**config.mk**
```make
export PLATFORM = sky130hd
export DESIGN_NAME = ext_unit_pipe
export DESIGN_NICKNAME = d
export VERILOG_FILES = /design/src/rtl/ext_pkg.sv /design/src/rtl/ext_core.sv /design/src/rtl/ext_unit_pipe.sv
export SDC_FILE = /design/constraint.sdc
export NUM_CORES = 1
export LEC_CHECK = 0
export CORE_MARGIN = 2
export CORE_UTILIZATION = 55
export DETAILED_ROUTE_END_ITERATION = 8
export PLACE_DENSITY = 0.82
export SETUP_SLACK_MARGIN = 0.05
export SLEW_MARGIN = 40
export SYNTH_ARGS = -nofsm -noshare
export SYNTH_HDL_FRONTEND = slang
export SYNTH_HIERARCHICAL = 1
export SYNTH_SLANG_ARGS = --single-unit
```
**constraint.sdc**
```tcl
create_clock -name Clk -period 2.4 [get_ports Clk]
set_input_delay 0.36 -clock Clk [delete_from_list [all_inputs] [get_ports Clk]]
set_output_delay 0.36 -clock Clk [all_outputs]
set_load 0.005 [all_outputs]
```
**src/rtl/ext_pkg.sv**
```systemverilog
// Shared types for the immediate/shift-amount extension pipeline:
// extension modes and the handshake FSM state encoding.
package ext_pkg;

   typedef enum logic [1:0] {
      EXT_SIGN   = 2'b00,
      EXT_ZERO   = 2'b01,
      EXT_UPPER  = 2'b10,
      EXT_BRANCH = 2'b11
   } ext_mode_t;

   typedef enum logic [1:0] {
      ST_EMPTY = 2'b00,
      ST_ONE   = 2'b01,
      ST_TWO   = 2'b10
   } ext_state_t;

endpackage

```
**src/rtl/ext_core.sv**
```systemverilog
// Combinational field extender: widens an IN_W-bit field to OUT_W bits
// under one of the four extension modes.
module ext_core
   import ext_pkg::*;
#(
   parameter int unsigned IN_W     = 5,
   parameter int unsigned OUT_W    = 32,
   parameter int unsigned BR_SHIFT = 2
) (
   input  logic [IN_W-1:0]  data,
   input  ext_mode_t        mode,
   output logic [OUT_W-1:0] result
);

   if (IN_W > OUT_W || IN_W + BR_SHIFT > OUT_W) begin : g_bad_param
      $error("ext_core: IN_W and IN_W+BR_SHIFT must not exceed OUT_W");
   end

   logic [OUT_W-1:0] zext;
   logic [OUT_W-1:0] sext;

   assign zext = OUT_W'(data);
   assign sext = OUT_W'($signed(data));

   // Branch mode shifts at full width, so the top BR_SHIFT bits fall off.
   always_comb begin
      result = zext;
      case (mode)
         EXT_SIGN:   result = sext;
         EXT_ZERO:   result = zext;
         EXT_UPPER:  result = zext << (OUT_W - IN_W);
         EXT_BRANCH: result = sext << BR_SHIFT;
         default:    result = zext;
      endcase
   end

endmodule

```
**src/rtl/ext_unit_pipe.sv**
```systemverilog
// Registered extension unit with valid/ready handshakes and a one-entry skid
// register behind the output register; full throughput under backpressure.
module ext_unit_pipe
   import ext_pkg::*;
#(
   parameter int unsigned IN_W     = 5,
   parameter int unsigned OUT_W    = 32,
   parameter int unsigned BR_SHIFT = 2,
   parameter int unsigned CNT_W    = 16
) (
   input  logic             Clk,
   input  logic             Rst,
   input  logic             in_valid,
   output logic             in_ready,
   input  logic [IN_W-1:0]  in_data,
   input  logic [1:0]       in_mode,
   output logic             out_valid,
   input  logic             out_ready,
   output logic [OUT_W-1:0] out_data,
   output logic [CNT_W-1:0] xfer_count
);

   if (IN_W > OUT_W || IN_W + BR_SHIFT > OUT_W) begin : g_bad_param
      $error("ext_unit_pipe: IN_W and IN_W+BR_SHIFT must not exceed OUT_W");
   end

   ext_state_t       state, state_nx;
   logic [OUT_W-1:0] skid;
   logic [OUT_W-1:0] ext_val;
   logic             accept, deliver;
   logic             load_out, load_skid, skid_to_out;

   ext_core #(
      .IN_W    (IN_W),
      .OUT_W   (OUT_W),
      .BR_SHIFT(BR_SHIFT)
   ) u_core (
      .data  (in_data),
      .mode  (ext_mode_t'(in_mode)),
      .result(ext_val)
   );

   // Both flags decode registered state only; no path from out_ready.
   assign in_ready  = (state != ST_TWO);
   assign out_valid = (state != ST_EMPTY);
   assign accept    = in_valid & in_ready;
   assign deliver   = out_valid & out_ready;

   always_comb begin
      state_nx    = state;
      load_out    = 1'b0;
      load_skid   = 1'b0;
      skid_to_out = 1'b0;
      case (state)
         ST_EMPTY: begin
            if (accept) begin
               state_nx = ST_ONE;
               load_out = 1'b1;
            end
         end
         ST_ONE: begin
            if (accept && deliver) begin
               load_out = 1'b1;
            end else if (accept) begin
               state_nx  = ST_TWO;
               load_skid = 1'b1;
            end else if (deliver) begin
               state_nx = ST_EMPTY;
            end
         end
         ST_TWO: begin
            if (deliver) begin
               state_nx    = ST_ONE;
               skid_to_out = 1'b1;
            end
         end
         default: state_nx = ST_EMPTY;
      endcase
   end

   always_ff @(posedge Clk) begin
      if (Rst) begin
         state      <= ST_EMPTY;
         out_data   <= '0;
         skid       <= '0;
         xfer_count <= '0;
      end else begin
         state <= state_nx;
         if (load_out)
            out_data <= ext_val;
         else if (skid_to_out)
            out_data <= skid;
         if (load_skid)
            skid <= ext_val;
         if (deliver)
            xfer_count <= xfer_count + 1'b1;
      end
   end

endmodule

```
==> results of run 1 <==
-- critical path, cell delays in order (launching register included) --
cell,delay (ps)
dfxtp_1,480
nor2b_2,300
inv_1,70
clkdlybuf4s50_1,440
-- registers in the layout, indices dropped and copies added (netlist names) --
signal      count
out_data       32
state           2
xfer_count     16
skid           32
-- cell usage in the layout, fill, tap and decap left out, drive strengths merged, types with 3 or more instances in the layout --
cell type | netlist | final
buf | 38 | 14
xnor2 | 3 | 3
o21bai | 4 | 4
nor2b | 4 | 4
clkbuf | 18 | 10
xor2 | 7 | 7
a311oi | 32 | 32
clkdlybuf4s50 | 0 | 58
inv | 8 | 9
or3 | 5 | 5
nor2 | 44 | 44
dfxtp | 82 | 82
mux2i | 5 | 5
a21oi | 42 | 42
o21ai | 10 | 10
nand4 | 6 | 6
nor3b | 3 | 3
nand3 | 37 | 37
nand2 | 102 | 102
-- cell families (layout without fill, tap and decap cells) --
family	count (synthesis)	after routing
xor+xnor	10	10
fa+ha+maj	1	1
simple gates	211	211
compound gates	93	93
buf+inv	64	96
mux	5	5
flops	82	82
-- worst paths after layout --
path / from / end / slack (ps)
setup / recovery: state[1] / in_ready / 400
hold / removal: skid[0] / skid[0] / 460
setup reg to reg: state[0] / out_data[30] / 680
hold reg to reg: skid[0] / skid[0] / 460
-- report_power, final --
part / internal [uW] / leakage (uW) / switching (uW)
clock network: 590 / 0.000107 / 508
registers: 1420 / 0.000669 / 38.0
logic: 177 / 0.000737 / 192
-- routing by layer --
layer,wire length (um),up-vias,part of all wire,GRT usage
li1,-,1641,-,-
met5,0,-,0,0
met1,3640,1585,0.45,0.286
met3,388,12,0.048,0.0381
met2,3980,108,0.49,0.388
met4,121,0,0.015,0.105
-- final cells by class --
class,count,area [um^2],area share
clock buffers,10,128,0.0288
clock inverters,6,90.1,0.0204
inverters,8,30.0,0.00679
multi-input cells,320,1730,0.392
flip-flops and latches,82,1640,0.371
well taps,77,96.3,0.0218
repair buffers,72,706,0.159
-- through the flow --
stage,cell area [um^2],hold slack [ps]
after global routing,4430,481
after floorplan,3720,437
after detailed placement,4210,447
final,4430,458
after global placement,4210,442
after CTS,4430,459
-- cells in the mapped netlist (all sizes together) --
cell type / n / area [um^2]
nand2: 102 / 385
dfxtp: 82 / 1640
nor2: 44 / 165
a21oi: 42 / 210
buf: 38 / 263
nand3: 37 / 185
a311oi: 32 / 280
clkbuf: 18 / 67.6
o21ai: 10 / 53.8
inv: 8 / 30.0
xor2: 7 / 61.3
nand4: 6 / 37.5
mux2i: 5 / 50.1
or3: 5 / 31.3
nor2b: 4 / 27.5
o21bai: 4 / 30.0
nor3b: 3 / 32.5
xnor2: 3 / 26.3
and4: 2 / 20.0
nor3: 2 / 10.0
nor4: 2 / 18.8
a31o: 1 / 8.76
and2: 1 / 6.26
ha: 1 / 12.5
nand3b: 1 / 7.51
o2111a: 1 / 11.3
o2111ai: 1 / 8.76
o211ai: 1 / 12.5
o22a: 1 / 8.76
or2: 1 / 6.26
or4: 1 / 7.51
==> summary.txt, run 1 <==
Outcome
  • Status: complete, no violations

Clock tree
  • CTS H-tree lvls: 3
  • Post-CTS Repair Setup Buffers: 0
  • Max clock buf depth: 2
  • CTS tree: yes
  • Clk sinks: 82
  • Post-cts resize count: 0
  • CTS clock-pin slew for the worst setup and hold paths: 90 ps
  • Clock root buffer: clkbuf_8
  • Skew-Pair Late Insertion Delay: 350 ps
  • Cts bufs inserted: 9
  • Hold-fix buffers, CTS: 0

Floorplanning
  • IO Pins: 61
  • # rows: 29
  • Starting Density: 0.576
  • Die area: 7430 um^2
  • Die H: 86.2 um
  • Core area: 6460 um^2
  • Die width: 86.2 um

Run
  • MaxCap Viol Count: 0

Timing
  • Period utilization: 0.835
  • Clk_skew: 10.6 ps
  • RSZ-0062 raised after global routing: no
  • Final hold vios: 0
  • Max-slew violation count: 0
  • Tmin final: 2000 ps
  • Fmax: 0.499 GHz
  • Fin worst setup slack: 397 ps
  • Max-Slew Margin vs Limit: 0.569
  • Setup TNS: 0 ps
  • # setup viols final: 0
  • Worst-margin pin slew: 644 ps

Synthesis
  • Synth Area per Inst: 7.98 um^2
  • Synth Area in Compound Gates: 0.168
  • Area share of and/or/nand/nor cells after synthesis: 0.253
  • Yosys reg bits: 82
  • Syn_nets: 478
  • Synth Warn #: 6
  • Largest family of logic cells by synthesized area: simple AND/OR/NAND/NOR gates
  • Post-Synthesis Cell Area: 3720 um^2
  • Sequential element share of the synthesized area: 0.442
  • Synth unique cells: 39
  • Mux cell area share after synthesis: 0.0135
  • Synth Area in Adders: 0.00337
  • Mapped Cells: 466
  • Xor/xnor cell area share of the yosys netlist: 0.0236

Critical path
  • CP arrival: 1640 ps
  • Worst Path Max Fanout: 8
  • Critical path data required time: 2040 ps
  • CP endpoint kind: output port
  • Setup Crit Path Kind: register to output port
  • Startpoint types: register
  • R2r worst-path depth: 4

Cells and area
  • Fillers: 529
  • Layout cell share with drive strength beyond 1: 0.0823
  • Diode count: 0
  • Fin util: 0.685
  • Area grow syn2layout: 19.1%
  • Final net count: 505
  • Post-route insts no fill: 575

Route
  • DR vias/cell: 5.82
  • Final wirelength: 8130 um
  • DRC violations left: 0
  • Routed Antenna Nets: 0
  • Avg WL per Cell: 14.1 um
  • Routed vias: 3,346
  • Initial drt markers: 196
  • Detailed Routing Iterations Pass 1: 5

GRT
  • Global-route wire length before repair: 13,800 um
  • GRT Overall Usage: 0.229
  • Initial antenna violation count: 0
  • Vias in the first global route: 3,072
  • Pin count of the biggest net entering global routing: 53
  • GR Overflow Total: 0

Placed design
  • RePlAce Congestion: 0.827
  • DP Worst Slack: 329 ps
  • PortBufs: 60
  • Placed Cells: 559
  • Post-DP HPWL: 5190 um

Hold path
  • HP Class: register to register
  • Hold path depth: 2

Power and ir drop
  • Cell Pwr Density: 661 nW/um^2
  • Max VDD drop: 360 uV
  • Leakage: 0.00151 uW
  • Overall Power: 2930 uW
Power figures use the tool's default switching activity.
==> run 2, diff against run 1 <==
CORE_UTILIZATION = 49   (was 55)
PLACE_DENSITY = 0.77   (was 0.82)
clock period = 1.75 ns   (was 2.4 ns; I/O delays follow)
==> summary.txt, run 2 (same netlist as run 1, synthesis figures left out) <==
Floorplanning
  • # rows: 31 (+6.9%)
  • Die width: 91.1 um (+5.7%)
  • IO Pins: 61 (unchanged)
  • Die area: 8300 um^2 (+12%)
  • Starting Density: 0.510 (-0.0658)
  • Core area: 7290 um^2 (+13%)
  • Die H: 91.1 um (+5.7%)

Cells and area
  • Fillers: 654 (+24%)
  • Leading cell type in the layout, fill and taps excluded: nand2_1
  • Post-route insts no fill: 606 (+5.4%)
  • Layout cell share with drive strength beyond 1: 0.105 (+0.0222)
  • Biggest regs: out_data x32, skid x32, xfer_count x16
  • Area grow syn2layout: 22.9%
  • Final net count: 514 (+1.8%)
  • Diode count: 0 (unchanged)
  • Multi-input logic area: 1740 um^2 (+0.29%)
  • Most frequent cells in the layout: nand2_1, dfxtp_1, clkdlybuf4s50_1
  • Final instance area: 4570 um^2 (+3.2%)
  • Sequential Area: 1650 um^2 (+0.31%)

GRT
  • Pin count of the biggest net entering global routing: 83 (+57%)
  • GR Overflow Total: 0 (unchanged)
  • Initial antenna violation count: 0 (unchanged)
  • Global-route wire length before repair: 15,300 um (+11%)
  • Vias in the first global route: 3,282 (+6.8%)
  • GRT Overall Usage: 0.219 (-0.00974)

Critical path
  • Worst Setup SP: state[1]
  • R2r setup slk: 200 ps (-480 ps)
  • Worst Path Max Fanout: 7 (-1)
  • CP endpoint kind: output port
  • R2r worst-path depth: 5 (+1)
  • Startpoint types: register
  • Worst reg2reg startpoint: xfer_count[0]
  • CP arrival: 1370 ps (-270 ps)
  • Reg2reg end: xfer_count[10]
  • Critical path data required time: 1490 ps (-550 ps)
  • Setup crit end: out_valid
  • Setup Crit Path Kind: register to output port

Route
  • Routed Antenna Nets: 0 (unchanged)
  • Routed vias: 3,370 (+0.72%)
  • Final wirelength: 8690 um (+6.9%)
  • DRC violations left: 0 (unchanged)
  • Detailed Routing Iterations Pass 1: 4 (-1)
  • DR vias/cell: 5.56 (-4.4%)
  • Initial drt markers: 183 (-6.6%)
  • Avg WL per Cell: 14.3 um (+1.4%)

Power and ir drop
  • Switch share: 0.279 (+0.0265)
  • Overall Power: 3810 uW (+30%)
  • Cell Pwr Density: 833 nW/um^2 (+26%)
  • Leakage: 0.00156 uW (+2.8%)
  • Clock Power Share: 0.329 (-0.046)
  • Switch Pwr: 1060 uW (+44%)
  • Reg power frac: 0.526 (+0.028)
  • Max VDD drop: 549 uV (+53%)
  • Logic gate share of total power: 0.146 (+0.020)
  • Int Power: 2750 uW (+26%)

Timing
  • Max-slew violation count: 0 (unchanged)
  • Fmax: 0.613 GHz
  • Final hold vios: 0 (unchanged)
  • Tmin final: 1630 ps
  • Worst-margin pin slew: 411 ps (-233 ps)
  • # setup viols final: 0 (unchanged)
  • Setup TNS: 0 ps (unchanged)
  • Hold Worst Slack: 312 ps (-146 ps)
  • Clk_skew: 8.08 ps (-2.49 ps)
  • Max-Slew Margin vs Limit: 0.725 (+0.156)
  • Period utilization: 0.932
  • RSZ-0062 raised after global routing: no

Clock tree
  • Skew-Pair Late Insertion Delay: 350 ps (about the same)
  • Clock root buffer: clkbuf_8
  • Hold-fix buffers, CTS: 0 (unchanged)
  • Max clock buf depth: 2 (unchanged)
  • CTS clock-pin slew for the worst setup and hold paths: 90 ps (about the same)
  • Clk sinks: 82 (unchanged)
  • CTS H-tree lvls: 3 (unchanged)
  • Cts bufs inserted: 9 (unchanged)
  • CTS tree: yes

Placed design
  • PortBufs: 60 (unchanged)
  • Area of placed instances: 4370 um^2 (+3.9%)
  • Placed Cells: 589 (+5.4%)
  • Post-DP HPWL: 5760 um (+11%)
  • RePlAce Congestion: 0.782 (-5.5%)

Hold path
  • Hold Path Origin: out_ready
  • HP Class: input port to register

Outcome
  • Status: complete, no violations

Run
  • MaxCap Viol Count: 0 (unchanged)
-- run 2: cell count changes in the layout (fill, tap and decap cells not counted), sizes merged, moves of 2 or more --
cell | previous run | this run
buf | 14 | 23
clkinvlp | 1 | 5
bufinv | 2 | 0
clkdlybuf4s50 | 58 | 56
-- run 2: power by group through the flow --
stage / sequential (uW) / combinational (uW) / clock (uW)
after detailed placement: 2040 / 551 / 0
after global routing: 2010 / 608 / 1360
after global placement: 2040 / 535 / 0
after floorplan: 2040 / 324 / 0
final: 2000 / 554 / 1250
after CTS: 2000 / 552 / 1260
-- run 2: worst max-delay path, cell delays in order (launching register included) --
cell and delay, ps:
dfxtp_2 330, buf_4 150, or2_1 260, dlygate4sd2_1 270
-- run 2: worst min-delay path by stage --
stage | slack, ps | depth (start not counted) | endpoint
final | 310 | 2 | state[1]
after global routing | 330 | 2 | state[1]
after CTS | 320 | 2 | state[1]
after detailed placement | 450 | 2 | skid[22]
after global placement | 440 | 2 | skid[4]
after floorplan | 440 | 2 | skid[0]
-- run 2: final cells by class --
| cell class | count | area share |
|---|---|---|
| Inverter | 8 | 0.00657 |
| Multi-Input combinational cell | 320 | 0.381 |
| Clock inverter | 7 | 0.0121 |
| Sequential cell | 82 | 0.360 |
| Clock buffer | 9 | 0.0271 |
| Tap cell | 99 | 0.0271 |
| Timing Repair Buffer | 81 | 0.186 |
-- run 2: stage by stage --
stage               setup WS [ps]  utilization
finish                        119        0.626
global route                 56.7        0.626
CTS                          79.6        0.625
global placement            -7.40        0.599
detailed placement          -98.3        0.599
floorplan                     178            -
-- run 2: layer usage --
| metal | vias to the layer above | track usage | routed length [um] |
|---|---|---|---|
| met2 | 91 | 0.375 | 4520 |
| met3 | 13 | 0.0390 | 363 |
| li1 | 1663 | - | - |
| met1 | 1603 | 0.267 | 3650 |
| met5 | - | 0 | 0 |
| met4 | 0 | 0.104 | 162 |
-- run 2: timing repair --
item / in CTS / in global routing
buffers inserted: 0 / 1
endpoints found under the setup margin: 2 / 1
hold endpoints to repair: 0 / 0
gates resized for setup: 4 / 2
==> RTL edit 1 (settings of run 2) <==
Remove the case item `EXT_BRANCH` of the case on `mode`.
--- a/src/rtl/ext_core.sv
+++ b/src/rtl/ext_core.sv
@@ -31,3 +31,2 @@
          EXT_UPPER:  result = zext << (OUT_W - IN_W);
-         EXT_BRANCH: result = sext << BR_SHIFT;
          default:    result = zext;
Formal check against the unedited RTL: not equivalent (Yosys sat finds a counterexample within 4 cycles, from zero or initial values and one cycle with Rst high).
==> RTL edit 1 against run 2 <==
Sequential share of layout area down 0.11 points; register-to-register slack better by 30 ps; combinational power down 9.9%; critical path depth unchanged; setup slack worse by 40 ps; clock skew up 3.2 ps; clock power up 37%; synthesized area down 1.9%; sequential cell count unchanged; total power up 9.9%; final area up 0.47%; routed wire length down 6.3%; final cell count down 0.83%; utilization up 0.97 points; critical endpoint is now in_ready; largest power group unchanged.
==> RTL edit 1: results (changes against run 2) <==
- Top_reg_cell synth: dfxtp_1
- Normalized max-slew margin: 0.744 (+0.0188)
- Routed len/inst: 13.5 um (-5.6%)
- Leak pwr: 1.58 nW (+1.8%)
- CP max FO: 8 (+1)
- N_diodes: 0 (unchanged)
- Sw Ratio: 0.243 (-0.0361)
- Worst setup path startpoint: state[1]
- Worst vdd ir: 0.000460 V (-16%)
- Hold EP: state[1]
- Hold Path Depth: 2 (unchanged)
- Nets: 509 (-0.97%)
- Dpl cells: 582 (-1.2%)
- Tightest Hold Check Type: primary input to flip-flop
- Synth top area cells: dfxtp_1, nand2_1, a311oi_1, a21oi_1, buf_4
- Worst slack at placement: -18.3 ps (+80.0 ps)
- Setup crit end: in_ready
- CTS Buffer Depth: 2 (unchanged)
- Async S/R FF share, synth: 0 (unchanged)
- Iter 0 DRT Violations: 208 (+14%)
- Clk Latency, worst-skew pair: 360 ps
- R2R cell count: 4 (-1)
- Post-CTS Resized: 6 (+2)
- Worst Clk Skew: 11.3 ps (+3.24 ps)
- YS warnings: 6 (unchanged)
- Reg2reg setup slack: 230 ps (+30 ps)
- Worst path slowest cell: clkdlybuf4s50_1
- Syn Nets: 469 (-1.9%)
- Synth cell types: 40 (+2.6%)
- Initial antenna violation count: 0 (unchanged)
- Overall routing resource usage: 0.206 (-0.0134)
- First-pass GRT wire length: 14.1 mm (-7.7%)
- Number of global-route vias before repair: 3055 (-6.9%)
- Detailed Route WL: 8.14 mm (-6.3%)
- Most frequent cells after synthesis: nand2_1, dfxtp_1, a21oi_1
- RePlAce Congestion: 0.793 (+1.4%)
- Worst r2r dst: xfer_count[15]
- Outcome: complete, no violations
- Synthesized instance count: 457 (-1.9%)
- Reg2reg start: xfer_count[2]
- Vias/cell: 5.47 (-1.7%)
- Largest net degree at the start of global routing: 83 (unchanged)
- Final worst-path setup slack: 79.0 ps (-40.3 ps)
- DP HPWL: 5.30 mm (-7.9%)
- CP peak stage delay: 490 ps (+160 ps)
- WP data arrival: 1410 ps (+40 ps)
- Root buf cell: clkbuf_8
- Register area share after synthesis: 0.450 (+0.00833)
- Regs by FF count: out_data: 32 flops, skid: 32 flops, xfer_count: 16 flops
- Setup bufs post-CTS: 3 (+3)
- DR pass1 iterations: 5 (+1)
- Hold_buf cts: 0 (unchanged)
- Worst-path clk slew: 80 ps
- # port buffers: 60 (unchanged)
- Layout cells sized above 1: 0.112 (+0.00702)
==> RTL edit 1: cell types whose count changed in the layout (fill, tap and decap cells not counted), sizes merged, moves of 4 or more <==
cell	before	now
and2	1	6
clkinvlp	5	0
mux2i	5	1
nand2	102	106
o21bai	4	0
==> RTL edit 1: metrics by stage <==
step | setup TNS (ps) | instance area (um2) | hold slack, ps
global placement | 0 | 4300 | 442
floorplan | 0 | 3650 | 431
CTS | 0 | 4590 | 360
global route | 0 | 4590 | 382
detailed placement | -18.3 | 4300 | 447
finish | 0 | 4590 | 362
==> RTL edit 1: cell families after synthesis <==
logic type,share of synthesized area
adder cells (fa/ha/maj),0.00343
buffers and inverters,0.0926
AND/OR/NAND/NOR,0.269
XOR/XNOR,0.0216
multiplexers,0.00274
flip-flops,0.450
AO/OA/AOI/OAI,0.160
==> RTL edit 1: power by group through the flow <==
stage          clock network [mW]  registers, mW  logic [mW]
3_5_place_dp                    0           2.03       0.490
5_1_grt                      1.81           1.99       0.551
6_report                     1.71           1.98       0.499
4_1_cts                      1.73           1.98       0.502
2_1_floorplan                   0           2.02       0.265
3_3_place_gp                    0           2.03       0.482
==> RTL edit 1: area by class of cell <==
class / instances / area [um2]
inverter: 4 / 15.0
tap: 99 / 124
fill: 650 / 2630
clock inverter: 7 / 130
clock buffer: 9 / 124
timing repair buffer: 84 / 857
sequential: 82 / 1650
multi-input combinational: 316 / 1690
==> RTL edit 1: metal layers <==
| layer | wire [um] | global-route usage |
|---|---|---|
| met1 | 3540 | 0.278 |
| met2 | 4000 | 0.332 |
| met3 | 501 | 0.0376 |
| met4 | 95 | 0.0756 |
| met5 | 0 | 0 |
==> RTL edit 1: critical path, delay by kind of cell, from the launching register on <==
family,cells,cell delay [ps]
buf+inv,2,540
flops,1,380
simple gates,1,140
==> RTL edit 2 (settings of run 2) <==
Made on the original files. Set the parameter `CNT_W` to 32 (it was 16).
--- a/src/rtl/ext_unit_pipe.sv
+++ b/src/rtl/ext_unit_pipe.sv
@@ -8,3 +8,3 @@
    parameter int unsigned BR_SHIFT = 2,
-   parameter int unsigned CNT_W    = 16
+   parameter int unsigned CNT_W    = 32
 ) (
Ports: changed (resized xfer_count); port bits go from 61 to 77. The function was not compared with the original's and may differ.
==> RTL edit 2 against run 2 <==
The run now ends with negative setup slack left; synthesized area grew 20%; sequential cell count grew 16; critical path depth grew 2; global-route usage grew 0.50 points; worst hold slack lost 130 ps; routed wire length grew 30%; total power grew 13%; clock power grew 10%; setup slack lost 240 ps; final area grew 30%; critical endpoint is now xfer_count[25]; largest cell class unchanged.
==> RTL edit 2: results (changes against run 2) <==
- Dpl cells: 699 (+19%)
- Wire length on met3: 636 um (+75%)
- Synth Area in Compound Gates: 0.171 (+0.00314)
- Portion of netlist area occupied by mux cells: 0.0853 (+0.0718)
- Worst Clk Skew: 17.1 ps (+9.01 ps)
- DR pass1 iterations: 5 (+1)
- Synthesized instance count: 525 (+13%)
- RePlAce Congestion: 0.887 (+14%)
- Critical path class: flip-flop to flip-flop
- Worst-path clk slew: 110 ps (+20 ps)
- WP data arrival: 2160 ps (+790 ps)
- DP HPWL: 7.08 mm (+23%)
- Vias/cell: 5.75 (+3.4%)
- Synth top area cells: dfxtp_1, mux2i_1, a21oi_1, nand2_1, a211oi_1
- Reg2reg start: xfer_count[1]
- Setup crit end: xfer_count[25]
- Iter 0 DRT Violations: 259 (+42%)
- Normalized max-slew margin: 0.798 (+0.0728)
- GR Layer Usage met1: 0.288 (+0.0203)
- Final setup vio count: 15 (+15)
- CP max FO: 8 (+1)
- Tightest Hold Check Type: primary input to flip-flop
- Leak pwr: 2.30 nW (+48%)
- Nets: 625 (+22%)
- Regs by FF count: out_data: 32 flops, skid: 32 flops, xfer_count: 32 flops
- Met2 Resource Use GR: 0.378 (+0.00369)
- Outcome: finished, violations left
- Detailed Route WL: 11.3 mm (+30%)
- CP peak stage delay: 550 ps (+220 ps)
- Overall routing resource usage: 0.224 (+0.00495)
- First-pass GRT wire length: 18.4 mm (+21%)
- Final worst-path setup slack: -118 ps (-237 ps)
- GR met3 Demand/Resource: 0.0548 (+0.0158)
- Failing checks: negative setup slack
- Synth cell types: 43 (+10%)
- Hold Path Depth: 2 (unchanged)
- Number of global-route vias before repair: 3909 (+19%)
- TNS Setup: -685 ps (-685 ps)
- WL met2: 5.68 mm (+26%)
- Syn Nets: 537 (+12%)
- Worst Hold Slack: 182 ps (-129 ps)
- Worst min-delay path startpoint: Rst
- Hold EP: xfer_count[28]
- Internal power consumption: 3.17 mW (+15%)
- Non-Filler Instances: 726 (+20%)
- Register area share after synthesis: 0.438 (-0.00325)
- Largest net degree at the start of global routing: 65 (-22%)
- Worst vdd ir: 0.000492 V (-10%)
- # port buffers: 76 (+27%)
- Post-synthesis xor/xnor area fraction: 0.0196 (-0.00399)
- Most frequent cells after synthesis: dfxtp_1, nand2_1, a21oi_1
- Worst slack at placement: -572 ps (-474 ps)
- Dpl cell area: 5550 um2 (+27%)
- Worst path slowest cell: or4_4
- DRT met1 WL: 4.87 mm (+34%)
RTL edit 2: cell types whose count changed in the layout (fill, tap and decap cells not counted), moves of 15 or more:
cell and change:
nand3_1 -25, buf_4 +32, a311oi_1 -32, clkdlybuf4s50_1 +15, mux2i_1 +32, a211oi_1 +32, nand2_1 -28
RTL edit 2: kinds of logic after synthesis:
| group | after synthesis |
|---|---|
| AND/OR/NAND/NOR | 188 |
| AO/OA/AOI/OAI | 122 |
| flip-flops | 98 |
| buffers and inverters | 68 |
| multiplexers | 38 |
| XOR/XNOR | 10 |
| adder cells (fa/ha/maj) | 1 |
RTL edit 2: critical path: cells and delay by family, from the launching register on:
family | cells | cell delay (ps)
AND/OR/NAND/NOR | 3 | 1120
flip-flops | 1 | 380
buffers and inverters | 1 | 160
AO/OA/AOI/OAI | 1 | 130
RTL edit 2: area by class of cell:
cell class                      count  area [um2]
Fill cell                         672        2850
Multi-Input combinational cell    361        2320
Sequential cell                    98        1980
Timing Repair Buffer              134        1300
Clock buffer                       10         138
Tap cell                          108         135
Clock inverter                      6        48.8
Inverter                            9        33.8
RTL edit 2: what timing repair did:
action,in CTS,in global routing
setup buffers,6,2
gates resized for setup,16,30
setup endpoints to repair,20,22
pin swaps,18,6
cloned,3,1
hold buffers,0,0
RTL edit 2: power groups by stage:
stage | sequential [mW] | clock [mW] | combinational, mW
6_report | 2.36 | 1.38 | 0.572
3_3_place_gp | 2.41 | 0 | 0.542
4_1_cts | 2.36 | 1.41 | 0.564
3_5_place_dp | 2.41 | 0 | 0.558
5_1_grt | 2.37 | 1.51 | 0.626
2_1_floorplan | 2.41 | 0 | 0.318
